## config.mk

```make
export PLATFORM = sky130hd
export DESIGN_NAME = regfile_mp_flat
export DESIGN_NICKNAME = d
export VERILOG_FILES = /design/src/rtl/regfile_pkg.sv /design/src/rtl/regfile_mp_if.sv /design/src/rtl/regfile_scoreboard.sv /design/src/rtl/regfile_mp.sv /design/src/flat_wrapper.sv
export SDC_FILE = /design/constraint.sdc
export NUM_CORES = 2
export LEC_CHECK = 0
export ABC_AREA = 0
export CAP_MARGIN = 0
export CORE_MARGIN = 2
export CORE_UTILIZATION = 40
export DETAILED_ROUTE_END_ITERATION = 8
export RECOVER_POWER = 25
export SETUP_SLACK_MARGIN = 0.15
export SLEW_MARGIN = 20
export SYNTH_ARGS = -nofsm -noshare
export SYNTH_HDL_FRONTEND = slang
export SYNTH_SLANG_ARGS = --single-unit
```

## constraint.sdc

```tcl
create_clock -name clk -period 42.3 [get_ports clk]
set_clock_uncertainty 0.15 [all_clocks]
set_input_delay 4.23 -clock clk [delete_from_list [all_inputs] [get_ports clk]]
set_output_delay 4.23 -clock clk [all_outputs]
set_load 0.02 [all_outputs]
```

## src/rtl/regfile_pkg.sv

```systemverilog
// Shared constants, defaults and helpers for the multi-port register file.
package regfile_pkg;

  localparam int unsigned REG_ZERO  = 0;
  localparam int unsigned XLEN_DEF  = 32;
  localparam int unsigned NREGS_DEF = 32;

  function automatic int unsigned clog2(input int unsigned n);
    int unsigned r;
    r = 0;
    while ((32'd1 << r) < n) r++;
    return r;
  endfunction

  typedef logic [clog2(NREGS_DEF)-1:0] reg_addr_t;

endpackage

```

## src/rtl/regfile_mp_if.sv

```systemverilog
// Read/issue/writeback bus of the multi-port register file.
interface regfile_mp_if #(
  parameter int unsigned XLEN   = 32,
  parameter int unsigned NREGS  = 32,
  parameter int unsigned NUM_RD = 2,
  parameter int unsigned NUM_WR = 1
);
  localparam int unsigned AW = $clog2(NREGS);

  logic [NUM_RD*AW-1:0]   rd_addr;
  logic [NUM_RD*XLEN-1:0] rd_data;
  logic [NUM_RD-1:0]      rd_busy;
  logic [NUM_WR-1:0]      wr_en;
  logic [NUM_WR*AW-1:0]   wr_addr;
  logic [NUM_WR*XLEN-1:0] wr_data;
  logic                   iss_en;
  logic [AW-1:0]          iss_addr;
  logic [NREGS-1:0]       busy_vec;

  modport master (
    output rd_addr, wr_en, wr_addr, wr_data, iss_en, iss_addr,
    input  rd_data, rd_busy, busy_vec
  );

  modport slave (
    input  rd_addr, wr_en, wr_addr, wr_data, iss_en, iss_addr,
    output rd_data, rd_busy, busy_vec
  );
endinterface

```

## src/rtl/regfile_scoreboard.sv

```systemverilog
// Per-register busy bits: issue sets, writeback clears, issue wins on a tie.
module regfile_scoreboard
  import regfile_pkg::*;
#(
  parameter int unsigned NREGS  = NREGS_DEF,
  parameter int unsigned NUM_WR = 1,
  parameter int unsigned AW     = clog2(NREGS)
) (
  input  logic                 clk,
  input  logic                 reset,
  input  logic                 iss_en,
  input  logic [AW-1:0]        iss_addr,
  input  logic [NUM_WR-1:0]    wr_en,
  input  logic [NUM_WR*AW-1:0] wr_addr,
  output logic [NREGS-1:0]     busy_vec
);

  logic [NREGS-1:0] busy_q;
  logic [NREGS-1:0] busy_d;
  logic [NREGS-1:0] set_v;
  logic [NREGS-1:0] clr_v;

  always_comb begin
    set_v  = '0;
    clr_v  = '0;
    busy_d = busy_q;
    for (int unsigned r = 1; r < NREGS; r++) begin
      set_v[r] = iss_en && (iss_addr == AW'(r));
      for (int unsigned j = 0; j < NUM_WR; j++) begin
        if (wr_en[j] && (wr_addr[j*AW +: AW] == AW'(r))) clr_v[r] = 1'b1;
      end
      if (set_v[r])      busy_d[r] = 1'b1;
      else if (clr_v[r]) busy_d[r] = 1'b0;
    end
    busy_d[REG_ZERO] = 1'b0;
  end

  always_ff @(posedge clk or posedge reset) begin
    if (reset) busy_q <= '0;
    else       busy_q <= busy_d;
  end

  assign busy_vec = busy_q;

endmodule

```

## src/rtl/regfile_mp.sv

```systemverilog
// Parametrised multi-port integer register file with busy scoreboard.
// Optional write-to-read forwarding when REGFILE_MP_BYPASS_EN is defined.
module regfile_mp
  import regfile_pkg::*;
#(
  parameter int unsigned XLEN   = XLEN_DEF,
  parameter int unsigned NREGS  = NREGS_DEF,
  parameter int unsigned NUM_RD = 2,
  parameter int unsigned NUM_WR = 1
) (
  input  logic        clk,
  input  logic        reset,
  regfile_mp_if.slave bus
);

  localparam int unsigned AW = clog2(NREGS);
  localparam logic [AW-1:0] ZERO_ADDR = AW'(REG_ZERO);

  logic [XLEN-1:0]  mem_q [NREGS];
  logic [XLEN-1:0]  mem_d [NREGS];
  logic [NREGS-1:0] busy_vec;
  logic [AW-1:0]    ra;
`ifdef REGFILE_MP_BYPASS_EN
  logic             hit;
`endif

  regfile_scoreboard #(
    .NREGS  (NREGS),
    .NUM_WR (NUM_WR),
    .AW     (AW)
  ) u_scoreboard (
    .clk      (clk),
    .reset    (reset),
    .iss_en   (bus.iss_en),
    .iss_addr (bus.iss_addr),
    .wr_en    (bus.wr_en),
    .wr_addr  (bus.wr_addr),
    .busy_vec (busy_vec)
  );

  // Ascending port order lets the higher-index port win a same-address conflict.
  always_comb begin
    mem_d = mem_q;
    for (int unsigned j = 0; j < NUM_WR; j++) begin
      if (bus.wr_en[j] && (bus.wr_addr[j*AW +: AW] != ZERO_ADDR))
        mem_d[bus.wr_addr[j*AW +: AW]] = bus.wr_data[j*XLEN +: XLEN];
    end
  end

  always_ff @(posedge clk or posedge reset) begin
    if (reset) begin
      for (int unsigned r = 0; r < NREGS; r++) mem_q[r] <= '0;
    end else begin
      for (int unsigned r = 0; r < NREGS; r++) mem_q[r] <= mem_d[r];
    end
  end

  always_comb begin
    bus.rd_data = '0;
    bus.rd_busy = '0;
    ra          = '0;
`ifdef REGFILE_MP_BYPASS_EN
    hit         = 1'b0;
`endif
    for (int unsigned i = 0; i < NUM_RD; i++) begin
      ra = bus.rd_addr[i*AW +: AW];
      bus.rd_data[i*XLEN +: XLEN] = (ra == ZERO_ADDR) ? '0 : mem_q[ra];
      bus.rd_busy[i]              = busy_vec[ra];
`ifdef REGFILE_MP_BYPASS_EN
      // Forwarding is gated by reset so reads stay zero while it is held.
      hit = 1'b0;
      for (int unsigned j = 0; j < NUM_WR; j++) begin
        if (!reset && bus.wr_en[j] && (ra != ZERO_ADDR) &&
            (bus.wr_addr[j*AW +: AW] == ra)) begin
          bus.rd_data[i*XLEN +: XLEN] = bus.wr_data[j*XLEN +: XLEN];
          hit = 1'b1;
        end
      end
      if (hit && !(bus.iss_en && (bus.iss_addr == ra))) bus.rd_busy[i] = 1'b0;
`endif
    end
  end

  assign bus.busy_vec = busy_vec;

endmodule

```

## src/flat_wrapper.sv

```systemverilog
// flat-port wrapper written by rule: the top's interface ports become plain ports
module regfile_mp_flat import regfile_pkg::*;
#(
  parameter int unsigned XLEN   = XLEN_DEF,
  parameter int unsigned NREGS  = NREGS_DEF,
  parameter int unsigned NUM_RD = 2,
  parameter int unsigned NUM_WR = 1
)
  (clk, reset, bus_rd_addr, bus_wr_en, bus_wr_addr, bus_wr_data, bus_iss_en, bus_iss_addr, bus_rd_data, bus_rd_busy, bus_busy_vec);
  regfile_mp_if #(.XLEN(XLEN), .NREGS(NREGS), .NUM_RD(NUM_RD), .NUM_WR(NUM_WR)) bus_i ();
  input  logic clk;
  input  logic reset;
  input wire logic [$bits(bus_i.rd_addr)-1:0] bus_rd_addr;
  input wire logic [$bits(bus_i.wr_en)-1:0] bus_wr_en;
  input wire logic [$bits(bus_i.wr_addr)-1:0] bus_wr_addr;
  input wire logic [$bits(bus_i.wr_data)-1:0] bus_wr_data;
  input wire logic [$bits(bus_i.iss_en)-1:0] bus_iss_en;
  input wire logic [$bits(bus_i.iss_addr)-1:0] bus_iss_addr;
  output wire logic [$bits(bus_i.rd_data)-1:0] bus_rd_data;
  output wire logic [$bits(bus_i.rd_busy)-1:0] bus_rd_busy;
  output wire logic [$bits(bus_i.busy_vec)-1:0] bus_busy_vec;
  assign bus_i.rd_addr = bus_rd_addr;
  assign bus_i.wr_en = bus_wr_en;
  assign bus_i.wr_addr = bus_wr_addr;
  assign bus_i.wr_data = bus_wr_data;
  assign bus_i.iss_en = bus_iss_en;
  assign bus_i.iss_addr = bus_iss_addr;
  assign bus_rd_data = bus_i.rd_data;
  assign bus_rd_busy = bus_i.rd_busy;
  assign bus_busy_vec = bus_i.busy_vec;
  regfile_mp #(.XLEN(XLEN), .NREGS(NREGS), .NUM_RD(NUM_RD), .NUM_WR(NUM_WR)) u_core (.clk(clk), .reset(reset), .bus(bus_i));
endmodule
```

==> results.md <==
- Count of pins over their slew limit: 486
- Post-synthesis share of cell area spent on xor and xnor gates: 0%
- Net Count, Synth: 3771
- Number of buffers added by the clock tree synthesis step: 113
- Most frequent cells after synthesis: sky130_fd_sc_hd__dfrtp_1 (1055), sky130_fd_sc_hd__mux2_2 (1023), sky130_fd_sc_hd__mux4_2 (466), sky130_fd_sc_hd__clkbuf_1 (251), sky130_fd_sc_hd__mux2i_1 (194)
- Post-CTS Hold Buffers: 0
- Total negative slack for setup checks: 0 ns
- Tot Pwr: 3.03 mW
- Number of warnings printed during yosys synthesis: 0
- Post-Synth Simple-Gate Area: 1.42%
- Post-placement cell count: 5379
- Worst vdd rail ir drop: 32.6 uV
- Min Tclk post-route: 15.00 ns
- Clock-pin slew reported for the worst setup and hold paths after clock tree synthesis: 0.06 ns
- Via count of the first global-routing pass: 36413
- Synthesized instance count: 3715
- Share of the core filled with cells: 45.0%
- Endpoint kind of the worst setup timing path: async pin
- GRT overflow: 0
- Int Power: 2.19 mW
- Cell-by-cell trace of the critical path: dlygate4sd3_1 -> clkinvlp_2 -> clkbuf_1
- Kind of launch point of the worst setup path: input port
- Met1 wire length: 77000 um
- Share of power burned in the clock network: 34.8%
- Signal arrival time at the worst endpoint: 13.73 ns
- Worst slew slack as a fraction of its limit: -421%
- Largest stage delay, worst path: 5.64 ns
- Placer congestion estimate: 0.787
- Switching power summed over all nets: 0.833 mW
- # nets final: 3674
- Compound-Gate Fraction of Synth Area: 4.95%
- Setup violation total in the final timing report: 0
- Post-synthesis adder-cell area fraction: 0%
- Number of ports placed on the die boundary: 154
- Drt initial violations: 3136
- Avg Synthesized Cell Area: 15.0 um^2
- Required arrival time at the worst endpoint: 41.03 ns
- Ratio of total power to cell area: 48.4 mW/mm^2
- Buffer type at the clock tree root: sky130_fd_sc_hd__clkbuf_16
- Antenna Violating Nets Remaining: 0
- Maximum number of pins on one net before global-route repair: 147
- Number of levels in the clock H-tree: 3
- Count of endpoints failing hold in the final timing report: 0
- Violations in the final reports: max-capacitance violations, max-slew violations
- Die span in y: 378 um
- TritonCTS clock tree: built
- Dominant combinational cell family by area after synthesis: multiplexers
- Core ar.: 0.139 mm^2
- Register bit count reported by yosys: 1055
- Reg2Reg Setup Slack: 41.32 ns
- Total of buffers placed on input and output ports: 152
- Share of the yosys chip area belonging to registers: 47.3%
- Dominant cell by count in the synthesized netlist: sky130_fd_sc_hd__dfrtp_1
- Switching power as a share of total power: 27.5%
- Final routed wirelength across all metal layers: 182000 um
- Number of library cell types mapped by synthesis: 40
- F_max: 66.7 MHz
- Highest signal layer in the routed design: met5
- Synth-to-Final Area Change: 12.1%
- Max Cap Viol: 7
- Insertion delay of the later-clocked pin in the worst-skew pair: 0.73 ns
- Number of antenna diodes: 0
- Instance area after placement: 0.0587 mm^2
- Number of standard cells in the final layout excluding fillers: 5587
- Detailed placer's ending HPWL: 96400 um
- Layout fillers: 12299
- Routed wire length on met2: 85000 um
- HP Class: flop to flop
- Most area-hungry cell type in the Yosys netlist: sky130_fd_sc_hd__dfrtp_1
- Overall via count from detail_route: 35922
- Final cycle utilization of the critical path: 35.5%
- Post-CTS sizing: 0
- Setup Fix Bufs, Post-CTS: 0
- Leakage: 26.5 nW
- Vias/cell: 6.43
- Full die area: 0.143 mm^2
- Crit-path max FO: 146
- Cell type group with the largest total delay on the critical path: buffers and inverters
- Layout Cell Area excl Fill: 0.0626 mm^2
- Std cell rows: 137
- DRC violations left: 0
- Overall track demand over capacity in global routing: 25.6%
- Buffering stage count on the worst path with inverters included: 3
- Layout cells sized above 1: 48.9%
- Transition at the pin with the smallest max-transition slack: 7.81 ns
- Maximum count of clock buffers along a single path: 3
- Count of flip-flops with a built-in enable after synthesis: 0
- Share of total power in combinational logic: 20.5%
- Share of flip-flops with an asynchronous set or reset after synthesis: 100%
- Multiplexer share of the synthesized area: 43.0%
- Total standard cell area after synthesis: 0.0558 mm^2
- Setup repair after global routing missed its margin: false
- Top area cells in the synthesized netlist: sky130_fd_sc_hd__dfrtp_1 (47%), sky130_fd_sc_hd__mux2_2 (21%), sky130_fd_sc_hd__mux4_2 (19%)
- Critical path's slowest cell: sky130_fd_sc_hd__clkbuf_1
- Most instantiated flip-flop cell in the synthesis netlist: sky130_fd_sc_hd__dfrtp_1
- Status: finished, violations left
- Relative contribution of sequential cells to total power: 44.6%
- Clock net sink count: 1055
- WL/cell: 32.6 um
- Wire length of the first global-routing pass: 266000 um
- Number of detailed-route iterations in the first pass: 5
- Effective utilization at floorplan: 40.2%
- Worst setup path category: input port to async pin
- Die width: 378 um
- Antenna violations before repair: 12
- Synth top area share: 47.3%
- Met3 routed wirelength: 14100 um
==> metrics by stage <==
step | hold slack, ns | setup WS, ns
after floorplan | 0.291 | 8.22
after global placement | 0.227 | 29.28
after detailed placement | 0.233 | 29.25
after CTS | 0.247 | 29.22
after global routing | 0.257 | 25.16
final | 0.246 | 27.30
==> layout make-up <==
class	count	area, um^2	area share, %
Clock buffer	157	3300	5.27
Clock inverter	51	643	1.03
Inverter	4	21.3	0.0340
Multi-Input combinational cell	2220	27800	44.5
Sequential cell	1055	26400	42.2
Tap cell	1876	2350	3.75
Timing Repair Buffer	224	2060	3.28
==> routing by layer <==
layer	vias to the layer above	track usage, %
li1	14273	-
met1	19763	35.6
met2	1576	40.2
met3	294	5.07
met4	16	8.64
met5	-	0
==> kinds of logic after synthesis <==
family                 count (synthesis)
and+or+nand+nor                      154
other                                  1
AOI/OAI and AO/OA                    379
DFF                                 1055
muxes                               1686
buffers and inverters                440
==> sequential cells by signal, summed over array words and instances (netlist names) <==
| register | cells |
|---|---|
| u_core.u_scoreboard.busy_vec | 31 |
| u_core.mem_q | 1024 |
==> final timing paths <==
| check | start | to | cells past startpoint |
|---|---|---|---|
| setup reg to reg | u_core.mem_q[415] | u_core.mem_q[415] | 1 |
| setup / recovery | reset | u_core.mem_q[774] | 3 |
| min in group asynchronous | reset | u_core.mem_q[883] | 2 |
| max in group clk | bus_rd_addr[6] | bus_rd_data[35] | 7 |
| hold reg to reg | u_core.mem_q[995] | u_core.mem_q[995] | 0 |
| hold / removal | u_core.mem_q[995] | u_core.mem_q[995] | 0 |
==> placed cells by master, fill, tap and decap left out, types with 36 or more instances in the layout <==
master,count
sky130_fd_sc_hd__nand2_1,43
sky130_fd_sc_hd__o21ai_0,106
sky130_fd_sc_hd__mux2_2,1023
sky130_fd_sc_hd__clkbuf_16,115
sky130_fd_sc_hd__dfrtp_1,1055
sky130_fd_sc_hd__nor2b_1,36
sky130_fd_sc_hd__mux4_2,466
sky130_fd_sc_hd__clkdlybuf4s50_1,102
sky130_fd_sc_hd__buf_4,63
sky130_fd_sc_hd__a22oi_1,64
sky130_fd_sc_hd__a221oi_1,46
sky130_fd_sc_hd__mux2i_1,194
==> power groups by stage <==
stage	Clock [mW]	Combinational, mW	Sequential (mW)
CTS	1.07	0.628	1.34
floorplan	0	0.476	1.32
detailed placement	0	0.625	1.36
finish	1.05	0.621	1.35
global route	1.12	0.665	1.37
global placement	0	0.615	1.36
Note: power is estimated with default switching activity, not from simulation.
